[config.mk]
export PLATFORM = sky130hd
export DESIGN_NAME = hazard_ctrl
export DESIGN_NICKNAME = d
export VERILOG_FILES = /design/src/rtl/hazard_ctrl.sv
export SDC_FILE = /design/constraint.sdc
export NUM_CORES = 1
export LEC_CHECK = 0
export BUFFER_PORTS_ARGS = -buffer_cell sky130_fd_sc_hd__buf_4
export CORE_MARGIN = 1.5
export CORE_UTILIZATION = 35
export DETAILED_ROUTE_END_ITERATION = 16
export GPL_ROUTABILITY_DRIVEN = 0
export PLACE_DENSITY = 0.81
export SLEW_MARGIN = 25
export SYNTH_ARGS = -nofsm -noshare
export SYNTH_HDL_FRONTEND = slang
export SYNTH_SLANG_ARGS = --single-unit
[constraint.sdc]
create_clock -name clk -period 3.5 [get_ports clk]
set_input_delay 0.7 -clock clk [delete_from_list [all_inputs] [get_ports clk]]
set_output_delay 0.7 -clock clk [all_outputs]
set_load 0.05 [all_outputs]
[src/rtl/hazard_ctrl.sv]
// Pipeline hazard control: load-use stall, branch flush and data-memory freeze; controls are combinational (0-cycle), no backpressure.
// HAZARD_PERF_EN defined adds the perf_stall/perf_flush/perf_memwait counters; undefined ties them to 0.
module hazard_ctrl #(
    parameter int N              = 32,
    parameter int REG_BITS       = 5,
    parameter int BRANCH_PENALTY = 2,
    parameter int MEM_TIMEOUT    = 15
) (
    input  logic                clk,
    input  logic                reset,
    input  logic [N-1:0]        if_id_instr,
    input  logic                id_ex_mem_read,
    input  logic [REG_BITS-1:0] id_ex_rt,
    input  logic                branch_taken,
    input  logic                dmem_busy,
    output logic                pc_write,
    output logic                if_id_write,
    output logic                if_id_hold,
    output logic                id_ex_bubble,
    output logic                id_ex_hold,
    output logic                mem_timeout,
    output logic [1:0]          state_o,
    output logic [31:0]         perf_stall,
    output logic [31:0]         perf_flush,
    output logic [31:0]         perf_memwait
);

    typedef enum logic [1:0] {
        S_RUN      = 2'd0,
        S_STALL    = 2'd1,
        S_FLUSH    = 2'd2,
        S_MEM_WAIT = 2'd3
    } state_t;

    localparam int CNT_W  = (BRANCH_PENALTY > 1) ? $clog2(BRANCH_PENALTY) : 1;
    localparam int WAIT_W = $clog2(MEM_TIMEOUT + 1);

    state_t              state_q, state_d;
    state_t              ret_q, ret_d;
    logic [CNT_W-1:0]    flush_cnt_q, flush_cnt_d;
    logic [WAIT_W-1:0]   wait_cnt_q, wait_cnt_d;
    logic [WAIT_W-1:0]   wait_inc;
    logic                mem_timeout_q, mem_timeout_d;

    logic [5:0]          opcode;
    logic [REG_BITS-1:0] rs, rt;
    logic                uses_rt;
    logic                load_use;
    logic                do_freeze, do_flush, do_stall;
    logic                unused_instr;

    assign opcode       = if_id_instr[31:26];
    assign rs           = if_id_instr[21 +: REG_BITS];
    assign rt           = if_id_instr[16 +: REG_BITS];
    assign unused_instr = ^if_id_instr[15:0];

    assign uses_rt  = (opcode == 6'h00) || (opcode == 6'h04) ||
                      (opcode == 6'h05) || (opcode == 6'h2B);
    assign load_use = id_ex_mem_read && (id_ex_rt != '0) &&
                      ((id_ex_rt == rs) || (uses_rt && (id_ex_rt == rt)));

    always_comb begin
        state_d     = state_q;
        ret_d       = ret_q;
        flush_cnt_d = flush_cnt_q;
        do_freeze   = 1'b0;
        do_flush    = 1'b0;
        do_stall    = 1'b0;
        case (state_q)
            S_RUN, S_STALL: begin
                if (dmem_busy) begin
                    do_freeze = 1'b1;
                    state_d   = S_MEM_WAIT;
                    ret_d     = S_RUN;
                end else if (branch_taken) begin
                    do_flush = 1'b1;
                    if (BRANCH_PENALTY > 1) begin
                        state_d     = S_FLUSH;
                        flush_cnt_d = CNT_W'(BRANCH_PENALTY - 1);
                    end else begin
                        state_d = S_RUN;
                    end
                end else if ((state_q == S_RUN) && load_use) begin
                    do_stall = 1'b1;
                    state_d  = S_STALL;
                end else begin
                    state_d = S_RUN;
                end
            end
            S_FLUSH: begin
                if (dmem_busy) begin
                    do_freeze = 1'b1;
                    state_d   = S_MEM_WAIT;
                    ret_d     = S_FLUSH;
                end else begin
                    do_flush = 1'b1;
                    if (branch_taken) begin
                        flush_cnt_d = CNT_W'(BRANCH_PENALTY - 1);
                    end else if (flush_cnt_q == CNT_W'(1)) begin
                        state_d = S_RUN;
                    end else begin
                        flush_cnt_d = flush_cnt_q - CNT_W'(1);
                    end
                end
            end
            S_MEM_WAIT: begin
                // Freeze holds through the cycle busy drops; the return happens on the next edge.
                do_freeze = 1'b1;
                if (!dmem_busy) begin
                    state_d = ret_q;
                end
            end
            default: state_d = S_RUN;
        endcase
    end

    always_comb begin
        pc_write     = 1'b1;
        if_id_write  = 1'b0;
        if_id_hold   = 1'b0;
        id_ex_bubble = 1'b0;
        id_ex_hold   = 1'b0;
        if (reset) begin
            pc_write     = 1'b0;
            id_ex_bubble = 1'b1;
        end else if (do_freeze) begin
            pc_write   = 1'b0;
            if_id_hold = 1'b1;
            id_ex_hold = 1'b1;
        end else if (do_flush) begin
            if_id_write  = 1'b1;
            id_ex_bubble = 1'b1;
        end else if (do_stall) begin
            pc_write     = 1'b0;
            if_id_hold   = 1'b1;
            id_ex_bubble = 1'b1;
        end
    end

    assign wait_inc = (wait_cnt_q == WAIT_W'(MEM_TIMEOUT)) ? wait_cnt_q : wait_cnt_q + WAIT_W'(1);

    always_comb begin
        wait_cnt_d    = '0;
        mem_timeout_d = mem_timeout_q;
        if (state_q == S_MEM_WAIT) begin
            if (wait_inc == WAIT_W'(MEM_TIMEOUT)) begin
                mem_timeout_d = 1'b1;
            end
            if (dmem_busy) begin
                wait_cnt_d = wait_inc;
            end
        end
    end

    always_ff @(posedge clk) begin
        if (reset) begin
            state_q       <= S_RUN;
            ret_q         <= S_RUN;
            flush_cnt_q   <= '0;
            wait_cnt_q    <= '0;
            mem_timeout_q <= 1'b0;
        end else begin
            state_q       <= state_d;
            ret_q         <= ret_d;
            flush_cnt_q   <= flush_cnt_d;
            wait_cnt_q    <= wait_cnt_d;
            mem_timeout_q <= mem_timeout_d;
        end
    end

    assign state_o     = state_q;
    assign mem_timeout = mem_timeout_q;

`ifdef HAZARD_PERF_EN
    logic [31:0] perf_stall_q, perf_stall_d;
    logic [31:0] perf_flush_q, perf_flush_d;
    logic [31:0] perf_memwait_q, perf_memwait_d;

    always_comb begin
        perf_stall_d   = perf_stall_q + {31'd0, do_stall};
        perf_flush_d   = perf_flush_q + {31'd0, do_flush};
        perf_memwait_d = perf_memwait_q + {31'd0, do_freeze};
    end

    always_ff @(posedge clk) begin
        if (reset) begin
            perf_stall_q   <= '0;
            perf_flush_q   <= '0;
            perf_memwait_q <= '0;
        end else begin
            perf_stall_q   <= perf_stall_d;
            perf_flush_q   <= perf_flush_d;
            perf_memwait_q <= perf_memwait_d;
        end
    end

    assign perf_stall   = perf_stall_q;
    assign perf_flush   = perf_flush_q;
    assign perf_memwait = perf_memwait_q;
`else
    assign perf_stall   = '0;
    assign perf_flush   = '0;
    assign perf_memwait = '0;
`endif

endmodule
==> results of run 1 <==
## metal layers
metal	vias to the layer above	routed length, um
li1	465	-
met1	427	770
met2	64	1200
met3	2	193
met4	0	12
met5	-	0
## layout make-up
cell class              count  area [um2]
fillers                   409        2360
clock inverters             1        5.00
clock buffers               3        41.3
multi-input cells         167         816
inverters                   2        7.51
repair buffers             33         248
well taps                  48        60.1
flip-flops and latches      9         180
## per-stage QoR
stage,utilization,std cells,setup slack (ps)
6_report,0.365,263,740
5_1_grt,0.365,263,658
4_1_cts,0.365,263,761
3_5_place_dp,0.353,259,761
3_3_place_gp,0.353,259,769
2_1_floorplan,-,278,430
## sequential cells by signal (all words and copies together) (netlist names)
name         flops
flush_cnt_q      1
mem_timeout      1
ret_q            1
state_o          2
wait_cnt_q       4
## power by group through the flow
| stage | Sequential [W] | Combinational, W | Clock (W) |
|---|---|---|---|
| after detailed placement | 0.000112 | 0.000307 | 0 |
| after floorplan | 0.000116 | 0.000348 | 0 |
| after CTS | 0.000110 | 0.000307 | 0.000124 |
| after global routing | 0.000111 | 0.000321 | 0.000130 |
| after global placement | 0.000112 | 0.000305 | 0 |
| final | 0.000110 | 0.000309 | 0.000123 |
## cells in the final DEF, fill, tap and decap left out, types with 2 or more instances in the layout
master     n
nand2b_1   3
inv_1      2
nand2_1    5
a21oi_1    6
nor2_1    11
mux2i_1    2
nor3_1     5
xor2_1     8
a31oi_1    5
clkbuf_8   3
nor3b_1    2
xnor2_1    3
conb_1    96
nand3_1    4
dfxtp_1    9
nand4_2    2
o21ai_0    2
or3_1      2
buf_4     33
## Yosys cell counts
| cell | number | area (um2) |
|---|---|---|
| nor3_1 | 5 | 25.0 |
| and4b_1 | 1 | 10.0 |
| o22ai_1 | 1 | 6.26 |
| o41ai_1 | 1 | 8.76 |
| clkbuf_1 | 4 | 15.0 |
| xnor2_1 | 3 | 26.3 |
| nor2_1 | 11 | 41.3 |
| a21boi_0 | 1 | 7.51 |
| nor3b_1 | 2 | 15.0 |
| nor4_1 | 1 | 6.26 |
| o21ai_0 | 2 | 10.0 |
| a21o_1 | 1 | 7.51 |
| ha_1 | 1 | 12.5 |
| nand3_1 | 4 | 20.0 |
| or4b_1 | 1 | 10.0 |
| buf_4 | 96 | 721 |
| or2b_1 | 1 | 7.51 |
| inv_1 | 2 | 7.51 |
| a21oi_2 | 1 | 8.76 |
| nand2b_1 | 3 | 18.8 |
| mux2i_1 | 2 | 20.0 |
| conb_1 | 1 | 3.75 |
| nor2b_1 | 1 | 6.26 |
| or3_1 | 2 | 12.5 |
| nand4_2 | 2 | 25.0 |
| dfxtp_1 | 9 | 180 |
| a31oi_1 | 5 | 31.3 |
| nand2_1 | 5 | 18.8 |
| a21oi_1 | 6 | 30.0 |
| xor2_1 | 8 | 70.1 |
## worst paths after layout
kind,end,from
hold reg to reg,mem_timeout$_SDFFE_PP0P_,mem_timeout$_SDFFE_PP0P_
setup reg to reg,mem_timeout$_SDFFE_PP0P_,wait_cnt_q[0]$_SDFF_PP0_
hold / removal,mem_timeout$_SDFFE_PP0P_,mem_timeout$_SDFFE_PP0P_
setup / recovery,id_ex_bubble,branch_taken
## logic make-up after synthesis
group,share of synthesized area
AOI/OAI and AO/OA,0.0796
xor gates and xnor gates,0.0697
adders and majority gates,0.00905
buffers and inverters,0.538
DFF,0.130
muxes,0.0145
other,0.00271
and+or+nand+nor,0.157
## worst max-delay path, delay by kind of cell
kind	cells	cell delay, ps
AND/OR/NAND/NOR	2	630
buffers and inverters	2	340
AO/OA/AOI/OAI	2	390
==> results_dict.tcl, run 1 <==
set metrics [dict create \
    met2_usage 0.182 \
    cts_resized 0 \
    cp_cell_sequence "buf_4, or4b_1, a21oi_2, nand4_2, a31oi_1, buf_4" \
    clk_latency_ps 230 \
    pwr-share-seq 0.203 \
    finish.instance_area_mm2 0.00136 \
    crit_path_max_incr_delay_ps 480 \
    status "finished clean" \
    p_clk_frac 0.226 \
    cp-end-kind "primary output" \
    antennaDiodeCount 0 \
    clk_pin_slew_ps 50 \
    viasPerCell 3.64 \
    synth.cell_area_mm2 0.00138 \
    h-tree-depth 1 \
    die-height_um 65.9 \
    syn_to_final_growth_pct -1.81 \
    finalSetupTns_ps 0 \
    intPower_w 0.000223 \
    hp-class "reg2reg" \
    io_pins 146 \
    yosys.cell_types.count 30 \
    cap_violations 0 \
    met3_usage 0.00341 \
    rsz0062_at_grt "no" \
    postSynthAreaPerCell_um2 7.56 \
    drt_pass1_iterations 4 \
    placement_rows 22 \
    yosysWarnings 0 \
    core_area_mm2 0.00372 \
    setup_viol 0 \
    grt.overflow.total 0 \
    crit_fanout 4 \
    routed_wl_mm 2.18 \
    switching_share 0.588 \
    drv_slew 0 \
    post-route-period-util 0.789 \
    cts_tree "yes" \
    place_area_mm2 0.00131 \
    crit_top_cell "buf_4" \
    drt_iter0_drc 64 \
    clockRootBuffer "clkbuf_8" \
    startpoint_type "input port" \
    r2r_slack_ps 2000 \
    arrival_ps 2060 \
    initial_utilization 0.372 \
    hold_depth 2 \
    drive_gt1_frac 0.186 \
    numCtsBuffers 3 \
    synth_seq_cells 9 \
    max_freq_mhz 362 \
    cts_buffer_depth 2 \
    vias 958 \
    grt_max_degree 13 \
    p_leak_nw 0.753 \
    cts_num_sinks 9 \
    antenna_found_initial 0 \
    hold_buffers 0 \
    power.density_mw_per_mm2 399 \
    post_cts_buffers 0 \
    wl_per_cell_um 8.28 \
    grt_pass1_vias 744 \
    ys_seq_area_frac 0.130 \
    grt_pass1_wl_mm 3.20 \
    nets 259 \
    synthCells 183 \
    r2r_cells 5 \
    hold_ws_ps 470 \
    post-dp-hpwl_mm 1.84 \
    hold_viol 0 \
    skew_ps 0.373 \
    crit_slowest_cell "or4b_1" \
    io_buffers 33 \
    die_w_um 65.9 \
    irDropWorstVdd_v 0.000118 \
    drc_errors 0 \
    ant_nets 0 \
    grt.busiest_layer "met2" \
    use_met1 0.0973 \
    power_switching_w 0.000318 \
    track_usage 0.0928 \
    combPwrFrac 0.570 \
    p_total_w 0.000542 \
    finalCriticalPeriod_ps 2760 \
    die_area_mm2 0.00434 \
    cp.required_ps 2800 \
    criticalPathCategory "in2out" \
]
Note: power is estimated with default switching activity, not from simulation.
==> inputs of run 2 (changes only) <==
--- a/config.mk
+++ b/config.mk
@@ -5,12 +5,13 @@
 export SDC_FILE = /design/constraint.sdc
 export NUM_CORES = 1
 export LEC_CHECK = 0
+export ABC_AREA = 1
 export BUFFER_PORTS_ARGS = -buffer_cell sky130_fd_sc_hd__buf_4
 export CORE_MARGIN = 1.5
-export CORE_UTILIZATION = 35
+export CORE_UTILIZATION = 33
 export DETAILED_ROUTE_END_ITERATION = 16
 export GPL_ROUTABILITY_DRIVEN = 0
-export PLACE_DENSITY = 0.81
+export PLACE_DENSITY = 0.79
 export SLEW_MARGIN = 25
 export SYNTH_ARGS = -nofsm -noshare
 export SYNTH_HDL_FRONTEND = slang
==> constraint.sdc (replaced) <==
create_clock -name clk -period 2.5 [get_ports clk]
set_input_delay 0.5 -clock clk [delete_from_list [all_inputs] [get_ports clk]]
set_output_delay 0.5 -clock clk [all_outputs]
set_load 0.05 [all_outputs]
==> run 2 against run 1 <==
Effect of this change:
- via count is 12% higher
- hold slack lost 19 ps
- power is 41% higher
- wire length rose by 2.7%
- flip-flop and latch count unchanged
- final cell count is 17% higher
- die area grew 8.8%
- design area up 4.2%
- clock power up 39%
- first-iteration DRC count decreased by 42%
- clock-buffer cell count increased by 1
- critical path type unchanged
- largest cell class unchanged
==> results_dict.tcl, run 2 <==
set metrics [dict create \
    drive_gt1_frac 0.148 \
    grt_max_degree 8 \
    synth.cell_area_mm2 0.00142 \
    die_area_mm2 0.00472 \
    synthCells 221 \
    drc_errors 0 \
    postSynthAreaPerCell_um2 6.44 \
    antenna_found_initial 0 \
    worst_slack_ps 451 \
    clockRootBuffer "clkbuf_8" \
    track_usage 0.0912 \
    netlist.area_leader.share 0.506 \
    grt_pass1_wl_mm 3.26 \
    synth_mux_area_frac 0 \
    io_buffers 33 \
    hold_buffers 0 \
    final_cell_mix "96 x conb_1, 33 x buf_4, 30 x inv_1" \
    cts_tree "yes" \
    arrival_ps 1550 \
    yosysWarnings 0 \
    hold_viol 0 \
    cp.required_ps 2000 \
    ys_seq_area_frac 0.127 \
    synth_compound_area_frac 0.0580 \
    largest_reg_flops 4 \
    hold_ws_ps 451 \
    h-tree-depth 1 \
    drt_pass1_iterations 4 \
    p_total_w 0.000765 \
    yosys.area_share.simple 0.188 \
    cts_buffer_depth 2 \
    finalCriticalPeriod_ps 2050 \
    synth_top_area_cell "buf_4" \
    p_leak_nw 0.894 \
    final_core_util 0.346 \
    core_area_mm2 0.00409 \
    power.density_mw_per_mm2 541 \
    crit_fanout 4 \
    final_common_cell "conb_1" \
    cts_num_sinks 9 \
    cap_violations 0 \
    drt_iter0_drc 37 \
    met3_usage 0.0276 \
    vias 1073 \
    use_met1 0.0880 \
    synth_edf_count 0 \
    clk_pin_slew_ps 40 \
    synth_common_cells "96 x buf_4, 30 x inv_1, 29 x nand2_1" \
    criticalPathCategory "in2out" \
    setup_viol 0 \
    synth-async-reset-ratio 0 \
    skew_ps 1.16 \
    placement_rows 23 \
    top_register "wait_cnt_q" \
    numCtsBuffers 3 \
    synthFlopType "dfxtp_1" \
    clk_latency_ps 240 \
    synth_top_family_by_area "buffers and inverters" \
    initial_utilization 0.348 \
    grt_pass1_vias 875 \
    nets 301 \
    cp-end-kind "primary output" \
    antennaDiodeCount 0 \
    irDropWorstVdd_v 0.000255 \
    wl_per_cell_um 7.29 \
    die-height_um 68.7 \
    grt.overflow.total 0 \
    rsz0062_at_grt "no" \
    finalSetupTns_ps 0 \
    synthXorXnorAreaFrac 0.0308 \
    hp-class "reg2reg" \
    max_freq_mhz 488 \
    met2_usage 0.177 \
    dp_slack_ps 452 \
    post-dp-hpwl_mm 2.00 \
    yosys.cell_types.count 21 \
    grt.busiest_layer "met2" \
    synth_seq_cells 9 \
    post_cts_buffers 0 \
    routed_wl_mm 2.24 \
    io_pins 146 \
    synthAdderAreaFrac 0.00879 \
    startpoint_type "input port" \
    status "finished clean" \
    drv_slew 0 \
    cts_resized 0 \
    ant_nets 0 \
    synthTopCellsByArea "buf_4 51%, dfxtp_1 13%, inv_1 7.9%" \
    synth_most_common_cell "buf_4" \
    post-route-period-util 0.820 \
    syn_to_final_growth_pct -0.615 \
    viasPerCell 3.50 \
    die_w_um 68.7 \
]
## run 2: cell count changes after synthesis, sizes merged, moves of 3 or more
| cell | delta |
|---|---|
| nor2 | +13 |
| nand2b | -3 |
| clkbuf | -4 |
| a31oi | -5 |
| nand3 | +4 |
| o21ai | +5 |
| a21oi | -3 |
| nor3 | -3 |
| nand2 | +24 |
| xor2 | -4 |
| inv | +28 |
## run 2: cell type report
| cell class | instances | area, um2 |
|---|---|---|
| inverters | 30 | 113 |
| flip-flops and latches | 9 | 180 |
| fillers | 470 | 2670 |
| repair buffers | 33 | 248 |
| clock buffers | 4 | 45.0 |
| well taps | 50 | 62.6 |
| multi-input cells | 181 | 767 |
## run 2: critical path: stages
cell	delay [ps]
buf_4	120
nor2_1	90
nor2_1	50
nor2_1	100
nand2_1	70
o21ai_2	200
nand3_1	90
nand3_1	110
buf_4	210
## run 2: final timing paths
kind | start | end | slack, ps | cells after the start
max reg2reg | wait_cnt_q[0]$_SDFF_PP0_ | mem_timeout$_SDFFE_PP0P_ | 1210 | 7
min reg2reg | mem_timeout$_SDFFE_PP0P_ | mem_timeout$_SDFFE_PP0P_ | 450 | 2
min | mem_timeout$_SDFFE_PP0P_ | mem_timeout$_SDFFE_PP0P_ | 450 | 2
max | id_ex_rt[4] | id_ex_bubble | 450 | 9
## run 2: power by group
part           total [W]  leakage [nW]  internal, W  switching [W]
registers       0.000154        0.0736     0.000149     0.00000486
clock network   0.000171        0.0228     0.000111      0.0000595
logic           0.000441         0.798    0.0000540       0.000387
total           0.000765         0.894     0.000314       0.000451
## run 2: layer usage
metal | wire (um) | vias up
li1 | - | 545
met1 | 799 | 459
met2 | 1200 | 64
met3 | 208 | 5
met4 | 32 | 0
met5 | 0 | -
## run 2: cell families after synthesis
kind of cell	after synthesis
compound gates	14
simple gates	65
buf+inv	126
other cells	1
flops	9
fa+ha+maj	1
xor+xnor	5
## run 2: stage by stage
step,instances,area [um2]
2_1_floorplan,316,1780
3_3_place_gp,303,1370
3_5_place_dp,303,1370
4_1_cts,307,1420
5_1_grt,307,1420
6_report,307,1420
==> inputs of run 3 (changes only) <==
--- a/config.mk
+++ b/config.mk
@@ -8,10 +8,10 @@
 export ABC_AREA = 1
 export BUFFER_PORTS_ARGS = -buffer_cell sky130_fd_sc_hd__buf_4
 export CORE_MARGIN = 1.5
-export CORE_UTILIZATION = 33
+export CORE_UTILIZATION = 35
 export DETAILED_ROUTE_END_ITERATION = 16
 export GPL_ROUTABILITY_DRIVEN = 0
-export PLACE_DENSITY = 0.79
+export PLACE_DENSITY = 0.8
 export SLEW_MARGIN = 25
 export SYNTH_ARGS = -nofsm -noshare
 export SYNTH_HDL_FRONTEND = slang
==> constraint.sdc (replaced) <==
create_clock -name clk -period 2.1 [get_ports clk]
set_input_delay 0.42 -clock clk [delete_from_list [all_inputs] [get_ports clk]]
set_output_delay 0.42 -clock clk [all_outputs]
set_load 0.05 [all_outputs]
==> run 3 against run 2 <==
Effect of this change:
- via count rose by 0.47%
- core utilization up 1.5 points
- largest power group unchanged
- first-iteration DRC count fell by 73%
- the run now ends with design-rule violations left
- critical path depth is the same
- global-route usage decreased by 0.38 points
- clock power is 16% higher
- flip-flop and latch count unchanged
- design area up 0.80%
- highest routed layer unchanged
==> results_dict.tcl, run 3 (synthesis results as in run 2) <==
set metrics [dict create \
    io_buffers 33 \
    pwr-share-seq 0.202 \
    largest_reg_flops 4 \
    place_area_mm2 0.00137 \
    drv_slew 0 \
    hold_viol 0 \
    wl_met1_um 790 \
    max_freq_mhz 523 \
    seq_area_um2 180 \
    wl_met3_um 225 \
    power_switching_w 0.000534 \
    post-place-cells 303 \
    fin_cells 307 \
    nets 301 \
    rsz0062_at_grt "no" \
    final_common_cell "conb_1" \
    wl_per_cell_um 7.13 \
    skew_ps 0.869 \
    clk_latency_ps 230 \
    top_register "wait_cnt_q" \
    grt_pass1_vias 779 \
    core_area_mm2 0.00394 \
    p_leak_nw 0.894 \
    r2r_cells 7 \
    reg2reg_from "wait_cnt_q[1]$_SDFF_PP0_" \
    r2r_slack_ps 790 \
    syn_to_final_growth_pct 0.176 \
    die_area_mm2 0.00446 \
    drc_errors 2 \
    cts_num_sinks 9 \
    grt_max_degree 8 \
    startpoint_type "input port" \
    routed_wl_mm 2.19 \
    viasPerCell 3.51 \
    irDropWorstVdd_v 0.000391 \
    cts_tree "yes" \
    arrival_ps 1490 \
    grt_pass1_wl_mm 3.00 \
    drive_gt1_frac 0.152 \
    combPwrFrac 0.579 \
    ant_nets 0 \
    vias 1078 \
    placement_rows 23 \
    finalSetupTns_ps 0 \
    io_pins 146 \
    worstHoldStart "reset" \
    post-dp-hpwl_mm 1.94 \
    min_to "mem_timeout$_SDFFE_PP0P_" \
    setup_viol 0 \
    violations "design-rule violations" \
    switching_share 0.588 \
    antenna_found_initial 0 \
    hold_depth 2 \
    cp-end-kind "primary output" \
    multi_input_area_um2 778 \
    cap_violations 0 \
    clockRootBuffer "clkbuf_8" \
    numCtsBuffers 3 \
    post-route-period-util 0.910 \
    drt_iter0_drc 10 \
    h-tree-depth 1 \
    finish.instance_area_mm2 0.00143 \
    cts_buffer_depth 2 \
    final.fill_count 438 \
    cp.required_ps 1680 \
    die-height_um 66.8 \
    p_clk_frac 0.219 \
    track_usage 0.0873 \
    final_cell_mix "96 x conb_1, 33 x buf_4, 30 x inv_1" \
    finalCriticalPeriod_ps 1910 \
    clk_pin_slew_ps 40 \
    criticalPathCategory "in2out" \
    top_layer_used "met4" \
    crit_fanout 4 \
    met2_length_mm 1.14 \
    grt.overflow.total 0 \
    hp-class "in2reg" \
    die_w_um 66.8 \
    power.density_mw_per_mm2 637 \
    status "finished, violations left" \
    initial_utilization 0.361 \
    intPower_w 0.000375 \
    antennaDiodeCount 0 \
    r2r-end "mem_timeout$_SDFFE_PP0P_" \
    drt_pass1_iterations 12 \
]
run 3: cell counts in the layout (fill, tap and decap cells not counted):
Identical to the previous run, type by type.
run 3: timing repair:
| action | 4_1_cts | 5_1_grt |
|---|---|---|
| buffers inserted | 0 | 0 |
| endpoints found under the setup margin | 0 | 1 |
| hold buffers | 0 | 0 |
| gates resized for setup | 0 | 1 |
run 3: layer usage:
metal	global-route usage	vias up
met2	0.163	68
li1	-	544
met5	0	-
met3	0.00507	3
met1	0.0986	463
met4	0.0459	0
run 3: cell type report:
cell class                      count  area share
Timing Repair Buffer               33       0.174
Inverter                           30      0.0789
Sequential cell                     9       0.126
Tap cell                           50      0.0439
Clock buffer                        4      0.0316
Multi-Input combinational cell    181       0.546
run 3: worst max-delay path, cell delays in order:
cell     delay (ps)
buf_4           130
nor2_1           90
nor2_1           50
nor2_1          100
nand2_1         100
o21ai_4         200
nand3_2          90
o21ai_1          90
buf_4           210
run 3: power groups by stage:
stage | Combinational (W) | Clock, W | Sequential, W
finish | 0.000526 | 0.000199 | 0.000184
CTS | 0.000523 | 0.000207 | 0.000183
global placement | 0.000519 | 0 | 0.000186
floorplan | 0.000585 | 0 | 0.000194
detailed placement | 0.000522 | 0 | 0.000186
global route | 0.000553 | 0.000216 | 0.000184
run 3: through the flow:
stage          worst slack (ps)  utilization  hold slack (ps)  total power [W]
6_report                    190        0.362              402         0.000908
5_1_grt                    26.9        0.362              408         0.000953
4_1_cts                     143        0.360              397         0.000913
3_5_place_dp                141        0.348              443         0.000708
3_3_place_gp                138        0.348              438         0.000705
2_1_floorplan             -8.44            -              437         0.000779
run 3: how the worst max path moves through the flow:
stage,from,to,depth (start not counted)
6_report,id_ex_rt[4],if_id_hold,9
5_1_grt,id_ex_rt[2],if_id_hold,9
4_1_cts,id_ex_rt[2],if_id_hold,9
3_5_place_dp,id_ex_rt[2],if_id_hold,9
3_3_place_gp,id_ex_rt[4],id_ex_bubble,9
2_1_floorplan,state_o[1]$_SDFFE_PP0P_,if_id_hold,4
